--- src/rtl/match_round_ctrl_pkg.sv ---
// Shared game types: the over code seen by movers and draw_gameover, the
// is_gameover result encoding, and the match controller state set.
package match_round_ctrl_pkg;

  typedef enum logic [1:0] {
    OVER_NONE  = 2'b00,
    OVER_TOM   = 2'b01,
    OVER_JERRY = 2'b10
  } over_t;

  localparam logic [1:0] GO_NONE  = 2'b00;
  localparam logic [1:0] GO_TOM   = 2'b01;
  localparam logic [1:0] GO_JERRY = 2'b10;
  localparam logic [1:0] GO_BOTH  = 2'b11;

  typedef enum logic [1:0] {
    PLAY,
    FREEZE,
    MATCH_END
  } state_t;

  // A simultaneous catch and cheese win goes to tom.
  function automatic over_t decode_result(input logic [1:0] result);
    over_t winner;
    case (result)
      GO_TOM, GO_BOTH: winner = OVER_TOM;
      GO_JERRY:        winner = OVER_JERRY;
      default:         winner = OVER_NONE;
    endcase
    return winner;
  endfunction

endpackage

--- src/rtl/match_round_ctrl_frame_tick_gen.sv ---
// Rising-edge detector on vsync: one clk-wide tick per frame.
module frame_tick_gen (
  input  logic clk,
  input  logic rst,
  input  logic vsync,
  output logic tick
);

  logic vsync_q;

  always_ff @(posedge clk) begin
    if (rst) vsync_q <= 1'b0;
    else     vsync_q <= vsync;
  end

  assign tick = vsync & ~vsync_q;

endmodule

--- src/rtl/match_round_ctrl.sv ---
// Best-of-N match controller between is_gameover and the movers/draw_gameover.
// Define MATCH_TIMEOUT_EN to give each round a frame budget that jerry wins on expiry.
module match_round_ctrl
  import match_round_ctrl_pkg::*;
#(
  parameter int ROUNDS_TO_WIN = 3,
  parameter int FREEZE_FRAMES = 120,
  parameter int ROUND_FRAMES  = 1800
) (
  input  logic        clk,
  input  logic        rst,
  input  logic        reset,
  input  logic        vsync,
  input  logic [1:0]  gameover,
  output logic [1:0]  over,
  output logic        round_restart,
  output logic [2:0]  tom_wins,
  output logic [2:0]  jerry_wins,
  output logic        match_over,
  output logic [11:0] frames_left
);

  if (ROUNDS_TO_WIN < 1 || ROUNDS_TO_WIN > 7) begin : g_bad_rounds
    $error("match_round_ctrl: ROUNDS_TO_WIN out of range");
  end
  if (FREEZE_FRAMES < 1 || FREEZE_FRAMES > 255) begin : g_bad_freeze
    $error("match_round_ctrl: FREEZE_FRAMES out of range");
  end
  if (ROUND_FRAMES < 1 || ROUND_FRAMES > 4095) begin : g_bad_round_frames
    $error("match_round_ctrl: ROUND_FRAMES out of range");
  end

  localparam logic [2:0] WIN_TARGET  = 3'(ROUNDS_TO_WIN);
  localparam logic [7:0] FREEZE_LOAD = 8'(FREEZE_FRAMES);
`ifdef MATCH_TIMEOUT_EN
  localparam logic [11:0] FRAME_LOAD = 12'(ROUND_FRAMES);
`else
  localparam logic [11:0] FRAME_LOAD = 12'd0;
`endif

  logic tick;

  frame_tick_gen u_frame_tick_gen (
    .clk   (clk),
    .rst   (rst),
    .vsync (vsync),
    .tick  (tick)
  );

  state_t      state_q, state_d;
  over_t       over_q, over_d;
  logic        restart_q, restart_d;
  logic [2:0]  tom_q, tom_d;
  logic [2:0]  jerry_q, jerry_d;
  logic        match_q, match_d;
  logic [11:0] frames_q, frames_d;
  logic [7:0]  freeze_q, freeze_d;
  over_t       winner;

  always_ff @(posedge clk) begin
    if (rst) begin
      state_q   <= PLAY;
      over_q    <= OVER_NONE;
      restart_q <= 1'b0;
      tom_q     <= 3'd0;
      jerry_q   <= 3'd0;
      match_q   <= 1'b0;
      frames_q  <= FRAME_LOAD;
      freeze_q  <= 8'd0;
    end else begin
      state_q   <= state_d;
      over_q    <= over_d;
      restart_q <= restart_d;
      tom_q     <= tom_d;
      jerry_q   <= jerry_d;
      match_q   <= match_d;
      frames_q  <= frames_d;
      freeze_q  <= freeze_d;
    end
  end

  // The keyboard restart overrides anything else happening in the same clk.
  always_comb begin
    state_d   = state_q;
    over_d    = over_q;
    restart_d = 1'b0;
    tom_d     = tom_q;
    jerry_d   = jerry_q;
    match_d   = match_q;
    frames_d  = frames_q;
    freeze_d  = freeze_q;
    winner    = OVER_NONE;

    if (reset) begin
      state_d   = PLAY;
      over_d    = OVER_NONE;
      restart_d = 1'b1;
      tom_d     = 3'd0;
      jerry_d   = 3'd0;
      match_d   = 1'b0;
      frames_d  = FRAME_LOAD;
      freeze_d  = 8'd0;
    end else begin
      case (state_q)
        PLAY: begin
          winner = decode_result(gameover);
`ifdef MATCH_TIMEOUT_EN
          if (tick && frames_q != 12'd0) begin
            frames_d = frames_q - 12'd1;
            if (frames_q == 12'd1 && winner == OVER_NONE) winner = OVER_JERRY;
          end
`endif
          if (winner != OVER_NONE) begin
            over_d   = winner;
            freeze_d = FREEZE_LOAD;
            state_d  = FREEZE;
            if (winner == OVER_TOM) begin
              if (tom_q < WIN_TARGET) tom_d = tom_q + 3'd1;
            end else begin
              if (jerry_q < WIN_TARGET) jerry_d = jerry_q + 3'd1;
            end
          end
        end

        FREEZE: begin
          if (tom_q == WIN_TARGET || jerry_q == WIN_TARGET) begin
            state_d = MATCH_END;
            match_d = 1'b1;
          end else if (tick) begin
            if (freeze_q <= 8'd1) begin
              freeze_d  = 8'd0;
              restart_d = 1'b1;
              over_d    = OVER_NONE;
              frames_d  = FRAME_LOAD;
              state_d   = PLAY;
            end else begin
              freeze_d = freeze_q - 8'd1;
            end
          end
        end

        MATCH_END: begin
        end

        default: state_d = PLAY;
      endcase
    end
  end

  assign over          = over_q;
  assign round_restart = restart_q;
  assign tom_wins      = tom_q;
  assign jerry_wins    = jerry_q;
  assign match_over    = match_q;
  assign frames_left   = frames_q;

endmodule
--- config.mk ---
export PLATFORM = sky130hd
export DESIGN_NAME = match_round_ctrl
export DESIGN_NICKNAME = d
export VERILOG_FILES = /design/src/rtl/match_round_ctrl_pkg.sv /design/src/rtl/match_round_ctrl_frame_tick_gen.sv /design/src/rtl/match_round_ctrl.sv
export SDC_FILE = /design/constraint.sdc
export NUM_CORES = 1
export LEC_CHECK = 0
export ABC_CLOCK_PERIOD_IN_PS = 3700
export CELL_PAD_IN_SITES_DETAIL_PLACEMENT = 1
export CELL_PAD_IN_SITES_GLOBAL_PLACEMENT = 1
export CORE_MARGIN = 4
export CORE_UTILIZATION = 38
export CTS_CLUSTER_SIZE = 40
export DETAILED_ROUTE_END_ITERATION = 8
export GPL_TIMING_DRIVEN = 0
export PLACE_DENSITY_LB_ADDON = 0.1
export SLEW_MARGIN = 20
export SYNTH_ARGS = -nofsm -noshare
export SYNTH_HDL_FRONTEND = slang
export SYNTH_SLANG_ARGS = --single-unit
export TNS_END_PERCENT = 1
--- constraint.sdc ---
create_clock -name clk -period 3.7 [get_ports clk]
set_input_delay 1.11 -clock clk [delete_from_list [all_inputs] [get_ports clk]]
set_output_delay 1.11 -clock clk [all_outputs]
set_load 0.01 [all_outputs]
# After elaboration in Yosys (flattened, before gate mapping)
# Cells that the tools add are included.
[op_classes] n_bitwise=4 eq_ne=14 magnitude_cmp=3 mux=21 n_reduce_logical=12 n_addsub=3
[op_table] operator="$mux 8" count=4
[op_table] operator="$mux 2" count=8
[op_table] operator="$pmux 8 s2" count=1
[op_table] operator="$reduce_and 4->1" count=4
[op_table] operator="$le 8x1->1 const B" count=1
[op_table] operator="$ne 2x2->1 const B" count=4
[op_table] operator="$pmux 2 s2" count=2
[op_table] operator="$sub 8x1->8 const B" count=1
[op_table] operator="$add 3x1->3 const B" count=2
[op_table] operator="$eq 2x1->1 const B" count=3
[op_table] operator="$eq 2x2->1 const B" count=3
[op_table] operator="$eq 3x2->1 const B" count=2
[op_table] operator="$lt 3x2->1 const B" count=2
[op_table] operator="$ne 3x3->1 const B" count=2
[op_table] operator="$pmux 2 s3" count=1
[op_table] operator="$mux 1" count=5
[op_table] operator="$reduce_and 5->1" count=1
[op_table] operator="$reduce_bool 2->1" count=2
[op_table] operator="$reduce_or 2->1" count=2
[op_table] operator="$not 1->1" count=3
[op_table] operator="$logic_not 2->1" count=1
[op_table] operator="$reduce_and 2->1" count=1
[op_table] operator="$and 1x1->1" count=1
[op_table] operator="$logic_or 1x1->1" count=1
[word_totals] wordCells=65 input_bits=6 out_inout_bits=22 ff_bits=21

# Depth between registers and ports, before layout
# Gate-level depths: netlist of the first run.
[logic_depth] ltp_word=8 depth_mapped=6 depth_no_buf=6

# Modules after synthesis
# Synthesis of the first run repeated with hierarchy kept, for this count alone.
[hier_totals] cells_unflattened=148 area_unflattened_um2=1212.4
[modules_own_cells] mod="match_round_ctrl" area_each_um2=1164.9 instances=1 cells_each=145 seq_area_each_um2=400.4
[modules_own_cells] mod="frame_tick_gen" area_each_um2=47.5 instances=1 cells_each=3 seq_area_each_um2=20.0

# Worst setup path before layout of the first run
# Ideal clock, no wire load.
[synth_timing] path_type="input port to flip-flop" from="input vsync" to="register freeze_q[1]" required_time_ns=3.630 t_arrival_ns=2.449 n_path_buf=0 setup_slack_ns=1.180 stages=4 path_cell_list="or4b_4 a211o_4 or4_1 a21oi_1"
[synth_between] elab_chain_len=3
[synth_rtl] element="start: declaration" line="match_round_ctrl.sv:13" source="input logic vsync,"
[synth_rtl] element="$and 1x1->1" line="match_round_ctrl_frame_tick_gen.sv:16" source="assign tick = vsync & ~vsync_q;"
[synth_rtl] element="$ne 2x2->1 (no line)"
[synth_rtl] element="$reduce_and 4->1 (no line)"
[synth_rtl] element="end signal: assignment" line="match_round_ctrl.sv:78" source="freeze_q <= freeze_d;"
[synth_rtl] element="end: declaration" line="match_round_ctrl.sv:57" source="logic [7:0] freeze_q, freeze_d;"
# No other way between the ends.
# A chain may end at the register's enable or synchronous reset.

# Worst setup path in the final report of the first run
[layout_timing] from="input vsync" to="register over_q[0], in the netlist over[0]"
[layout_between] elab_chain_len=3
[layout_rtl] element="$and 1x1->1" line="match_round_ctrl_frame_tick_gen.sv:16"
[layout_rtl] element="$ne 2x2->1 (no line)"
[layout_rtl] element="$reduce_and 5->1 (no line)"
[layout_rtl] element="end signal: assignment" line="match_round_ctrl.sv:72" source="over_q <= over_d;"
[layout_rtl] element="end: declaration" line="match_round_ctrl.sv:51" source="over_t over_q, over_d;"
# No other way between the ends.

==> metrics.txt, run 1 <==
Synth cell types 36; Skew-Pair Late Insertion Delay 0.31 ns; Area contributors post-synth dfxtp_1 (36%), buf_4 (7.6%), a21oi_1 (6.8%); Post-CTS Setup Bufs 0; placer congestion estimate 0.771; Min Clock Period, post-route 2.93 ns; Crit Path Category input pin to register; initial detailed-routing violation count 14; CTS buffer count 3; post-synthesis sequential area ratio 0.356; Setup Skew 0.00412 ns; Initial DRT Pass Iterations 4; Hold-fix buffers, CTS 0; CTS tree yes; non-filler instance count after layout 207; Clock Sink Count 21; Comb power frac 0.212; post-synthesis cell area 0.00118 mm²; Cells after Synth 146; max-cap violation count 0; DRC errors left 0; post-route ant nets 0; largest net degree at the start of global routing 13; RSZ-0062 raised after global routing false; die height 63.7 µm; DIE WIDTH 63.7 µm; Post-synth EDFFs 0; die area 0.00406 mm²; Cells after DPL 203; Post-synth top cells dfxtp_1 (21), a21oi_1 (16), nor2_1 (15); CP Data Required Time 3.92 ns; endpoint class of the critical path register; Core Box Area 0.00285 mm²; Post-layout nets 189; Starting Density 0.414; total number of vias 1118; Worst EP arrival 3.15 ns; fillers 371; maximum VDD drop 0.210 mV; gr usage total 0.161; count leader, synth dfxtp_1; pwr/cell area 314 mW/mm²; Seq cells post-synth 21; Finished Cell Area 0.00144 mm²; Setup crit start kind input pin; relative slew slack 0.574; total power 451 µW; clock-pin slew on the worst setup and hold paths 0.12 ns; worst-path maximum fanout 4; IO Pins 28; cell leakage power 0.584 nW; Max Fclk 0.341 GHz; first-pass GRT wire length 5260 µm; initial antenna violation count 0; sequential share of power 0.536; port buffer count 15; htree depth 1; Synth Warn # 0; final hold vios 0; row count 19; period utilisation layout 0.792; cell internal pwr 316 µW; sw frac 0.300; Syn-to-layout area delta 21.8%; final setup fails 0; vias per cell 5.40; GR Overflow Total 0; worst slew pin tran 0.635 ns; Fin Setup TNS 0 ns; share of layout cells above drive strength 1 0.136; clock power share 0.252; diodes inserted 0; drt total wl 3100 µm; vias in the first global route 1125; fin. max-slew vios 0; worst hold path type register to register; post-synth top area cell dfxtp_1; NetSw 135 µW; clk buf depth 2; CTS root buf clkbuf_4; drt wl/cell 15.0 µm; Main synth FF type dfxtp_1; ys async rst share 0; placed cell areas 0.00141 mm²; mean post-synth cell area 8.08 µm²; Synth top area share 0.356; internal reg-to-reg setup slack 1.16 ns; post-DP HPWL 2420 µm; CTS resizes 0; status finished clean
state kept, by name (all words and copies together), names as in the netlist:
register                  count
freeze_q                      8
jerry_wins                    3
tom_wins                      3
over                          2
state_q                       2
match_over                    1
round_restart                 1
u_frame_tick_gen.vsync_q      1
worst max-delay path: stages:
cell and delay [ns]:
clkdlybuf4s50_1 0.49, or4b_4 0.49, a211oi_1 0.51, o21ai_0 0.24, a32o_1 0.31
metrics by stage:
step                utilization  hold WS [ns]  setup slack [ns]
finish                    0.504         0.459             0.770
global route              0.504         0.482             0.686
CTS                       0.504         0.461             0.777
detailed placement        0.494         0.441             0.429
global placement          0.494         0.434             0.451
floorplan                     -         0.454              1.18
power by group through the flow:
stage          Combinational, mW  Clock (mW)  Sequential (mW)
3_3_place_gp              0.0911           0            0.246
2_1_floorplan             0.0648           0            0.246
5_1_grt                    0.105       0.133            0.244
6_report                  0.0957       0.114            0.242
3_5_place_dp              0.0938           0            0.247
4_1_cts                   0.0944       0.120            0.242
cell usage in the layout (no fill, tap or decap), types with 2 or more instances in the layout:
| cell | Yosys | layout |
|---|---|---|
| nor3_1 | 6 | 6 |
| and3_1 | 2 | 2 |
| inv_1 | 7 | 7 |
| a211oi_1 | 3 | 3 |
| buf_4 | 12 | 12 |
| o32ai_1 | 2 | 2 |
| nand2_1 | 12 | 12 |
| clkbuf_4 | 0 | 3 |
| nand3_1 | 5 | 5 |
| nor2_1 | 15 | 15 |
| clkdlybuf4s50_1 | 0 | 15 |
| or4_1 | 2 | 2 |
| ha_1 | 6 | 6 |
| conb_1 | 1 | 12 |
| a21oi_1 | 16 | 16 |
| clkbuf_1 | 4 | 4 |
| nor4_1 | 2 | 2 |
| or2_2 | 3 | 3 |
| a31oi_1 | 2 | 2 |
| nor4b_1 | 2 | 2 |
| nand2b_1 | 3 | 3 |
| dfxtp_1 | 21 | 21 |
| o21ai_0 | 5 | 5 |
cell type report:
class / instances / area, µm² / share of cell area
Buffer: 16 / 105 / 0.0731
Clock buffer: 3 / 22.5 / 0.0157
Clock inverter: 1 / 5.00 / 0.00348
Inverter: 7 / 26.3 / 0.0183
Multi-Input combinational cell: 113 / 669 / 0.466
Sequential cell: 21 / 420 / 0.292
Tap cell: 31 / 38.8 / 0.0270
Timing Repair Buffer: 15 / 150 / 0.104
worst paths after layout:
check	start	endpoint	cells past startpoint
max	vsync	over[0]$_SDFFE_PP0P_	5
max reg2reg	jerry_wins[0]$_SDFFE_PP0P_	over[0]$_SDFFE_PP0P_	6
min reg2reg	match_over$_SDFFE_PP0P_	match_over$_SDFFE_PP0P_	2
min	match_over$_SDFFE_PP0P_	match_over$_SDFFE_PP0P_	2
per-layer routing:
layer	wire length, µm	global-route usage	up-vias
li1	-	-	558
met1	1440	0.198	538
met2	1510	0.279	18
met3	110	0.0337	4
met4	36	0.0485	0
met5	0	0	-
kinds of logic (layout without fill, tap and decap cells):
kind of cell	count (synthesis)	after routing	share of synthesized area
fa+ha+maj	6	6	0.0636
compound gates	36	36	0.201
flops	21	21	0.356
simple gates	59	59	0.264
buf+inv	23	42	0.111
other cells	1	12	0.00318
Power figures use the tool's default switching activity.
==> inputs of run 2 (changes only) <==
--- a/config.mk
+++ b/config.mk
@@ -5,11 +5,11 @@
 export SDC_FILE = /design/constraint.sdc
 export NUM_CORES = 1
 export LEC_CHECK = 0
-export ABC_CLOCK_PERIOD_IN_PS = 3700
+export ABC_CLOCK_PERIOD_IN_PS = 3000
 export CELL_PAD_IN_SITES_DETAIL_PLACEMENT = 1
 export CELL_PAD_IN_SITES_GLOBAL_PLACEMENT = 1
 export CORE_MARGIN = 4
-export CORE_UTILIZATION = 38
+export CORE_UTILIZATION = 35
 export CTS_CLUSTER_SIZE = 40
 export DETAILED_ROUTE_END_ITERATION = 8
 export GPL_TIMING_DRIVEN = 0
==> constraint.sdc (replaced) <==
create_clock -name clk -period 3 [get_ports clk]
set_input_delay 0.9 -clock clk [delete_from_list [all_inputs] [get_ports clk]]
set_output_delay 0.9 -clock clk [all_outputs]
set_load 0.01 [all_outputs]
==> run 2 against run 1 <==
Flip-flop and latch count did not move. Via count down 0.18%. Non-clock buffer count did not move. First-iteration DRC count grew to 3.2 times the previous value. Cell count is 6.3% higher. Total power up 24%. Largest cell class unchanged.
==> metrics.txt, run 2 (synthesis results as in run 1) <==
Crit Path Category input pin to register; drt wl/cell 13.8 µm (-7.6%); fin. max-slew vios 0 (unchanged); fillers 414 (+12%); GR Util met3 0.0306 (-0.00314); total number of vias 1116 (-0.18%); htree depth 1 (unchanged); die area 0.00436 mm² (+7.5%); clock-pin slew on the worst setup and hold paths 0.12 ns (about the same); placer congestion estimate 0.787 (+2.1%); worst slew pin tran 0.723 ns (+0.0883 ns); Core Box Area 0.00313 mm² (+9.6%); worst hold path type register to register; Clock Sink Count 21 (unchanged); vias per cell 5.07 (-6.1%); PnR worst setup slack 0.317 ns (-0.453 ns); GR Util met2 0.267 (-0.0124); Post-layout nets 189 (unchanged); diodes inserted 0 (unchanged); die height 66.1 µm (+3.7%); internal reg-to-reg setup slack 0.55 ns (-0.61 ns); DRC errors left 0 (unchanged); drt total wl 3040 µm (-1.8%); Worst EP arrival 2.90 ns (-0.25 ns); Seq. cell area 420 µm² (unchanged); row count 20 (+1); maximum VDD drop 0.174 mV (-17%); initial detailed-routing violation count 45 (+31); Hold-fix buffers, CTS 0 (unchanged); largest net degree at the start of global routing 12 (-1); area of the multi-input gates 669 µm² (unchanged); number of flip-flops in the largest register 8 (unchanged); commonest non-fill, non-tap cell in the layout dfxtp_1; Starting Density 0.377 (-0.0364); clk buf depth 2 (unchanged); post-route ant nets 0 (unchanged); Top reg by flops freeze_q; CTS buffer count 3 (unchanged); GRT Max-Usage Layer met2; CP Data Required Time 3.22 ns (-0.70 ns); CTS tree yes; CTS root buf clkbuf_4; status finished clean; Fin Setup TNS 0 ns (unchanged); RSZ-0062 raised after global routing false; Min Clock Period, post-route 2.68 ns; cell leakage power 0.582 nW (-0.47%); CTS resizes 0 (unchanged); relative slew slack 0.511 (-0.0624); share of layout cells above drive strength 1 0.131 (-0.00568); period utilisation layout 0.894; IO Pins 28 (unchanged); Max Fclk 0.373 GHz; final hold vios 0 (unchanged); GR Overflow Total 0 (unchanged); port buffer count 15 (unchanged); Post-CTS Setup Bufs 0 (unchanged); vias in the first global route 1135 (+0.89%); Setup WS pre-CTS -0.0503 ns (-0.479 ns); pwr/cell area 385 mW/mm² (+22%); worst-path maximum fanout 4 (unchanged); initial antenna violation count 0 (unchanged); Skew-Pair Late Insertion Delay 0.31 ns (about the same); GR Util met1 0.191 (-0.00717); Setup Skew 0.000812 ns (-0.00331 ns); post-DP HPWL 2310 µm (-4.7%); max-cap violation count 0 (unchanged); worst reg2reg path depth 6 (unchanged); hold path cells 2 (unchanged); Syn-to-layout area delta 23.1%; most frequent cells in the layout dfxtp_1 (21), a21oi_1 (16), nor2_1 (15), clkdlybuf4s50_1 (15); final setup fails 0 (unchanged); gr usage total 0.157 (-0.00361); first-pass GRT wire length 5260 µm (-0.13%); DIE WIDTH 66.1 µm (+3.7%); endpoint class of the critical path register; Initial DRT Pass Iterations 4 (unchanged); Setup crit start kind input pin
-- run 2: cell count changes in the layout (fill, tap and decap cells not counted) --
cell	delta
clkbuf_1	+1
clkinv_2	-1
-- run 2: cell type report --
type                    instances  area share
multi-input cells             113       0.461
flip-flops and latches         21       0.289
repair buffers                 15       0.103
plain buffers                  16      0.0724
well taps                      44      0.0379
clock buffers                   4      0.0181
inverters                       7      0.0181
-- run 2: final timing paths --
kind,from,end
worst max-delay path,vsync,over[0]$_SDFFE_PP0P_
worst min-delay path,match_over$_SDFFE_PP0P_,match_over$_SDFFE_PP0P_
worst max register to register,jerry_wins[0]$_SDFFE_PP0P_,over[0]$_SDFFE_PP0P_
worst min register to register,match_over$_SDFFE_PP0P_,match_over$_SDFFE_PP0P_
-- run 2: routing by layer --
metal | up-vias | wire length, µm | share of wire
met3 | 4 | 103 | 0.034
met1 | 526 | 1460 | 0.48
li1 | 563 | - | -
met5 | - | 0 | 0
met4 | 0 | 55 | 0.018
met2 | 23 | 1430 | 0.47
-- run 2: power breakdown --
part	internal (mW)	leakage, nW	total, mW	switching [mW]
combinational	0.0514	0.395	0.117	0.0652
sequential	0.289	0.171	0.298	0.00985
clock	0.0519	0.0150	0.144	0.0917
-- run 2: through the flow --
stage          cells  utilization  instance area, µm²  power (mW)  hold slack (ns)
3_3_place_gp     216        0.456                1430       0.417            0.434
2_1_floorplan    157            -                1220       0.383            0.454
3_5_place_dp     216        0.456                1430       0.421            0.456
5_1_grt          220        0.464                1450       0.595            0.498
6_report         220        0.464                1450       0.559            0.469
4_1_cts          220        0.464                1450       0.567            0.474
-- run 2: critical path, cell delays in order --
cell and delay (ns):
clkdlybuf4s50_1 0.49, or4b_4 0.49, a211oi_1 0.47, o21ai_0 0.24, a32o_1 0.30
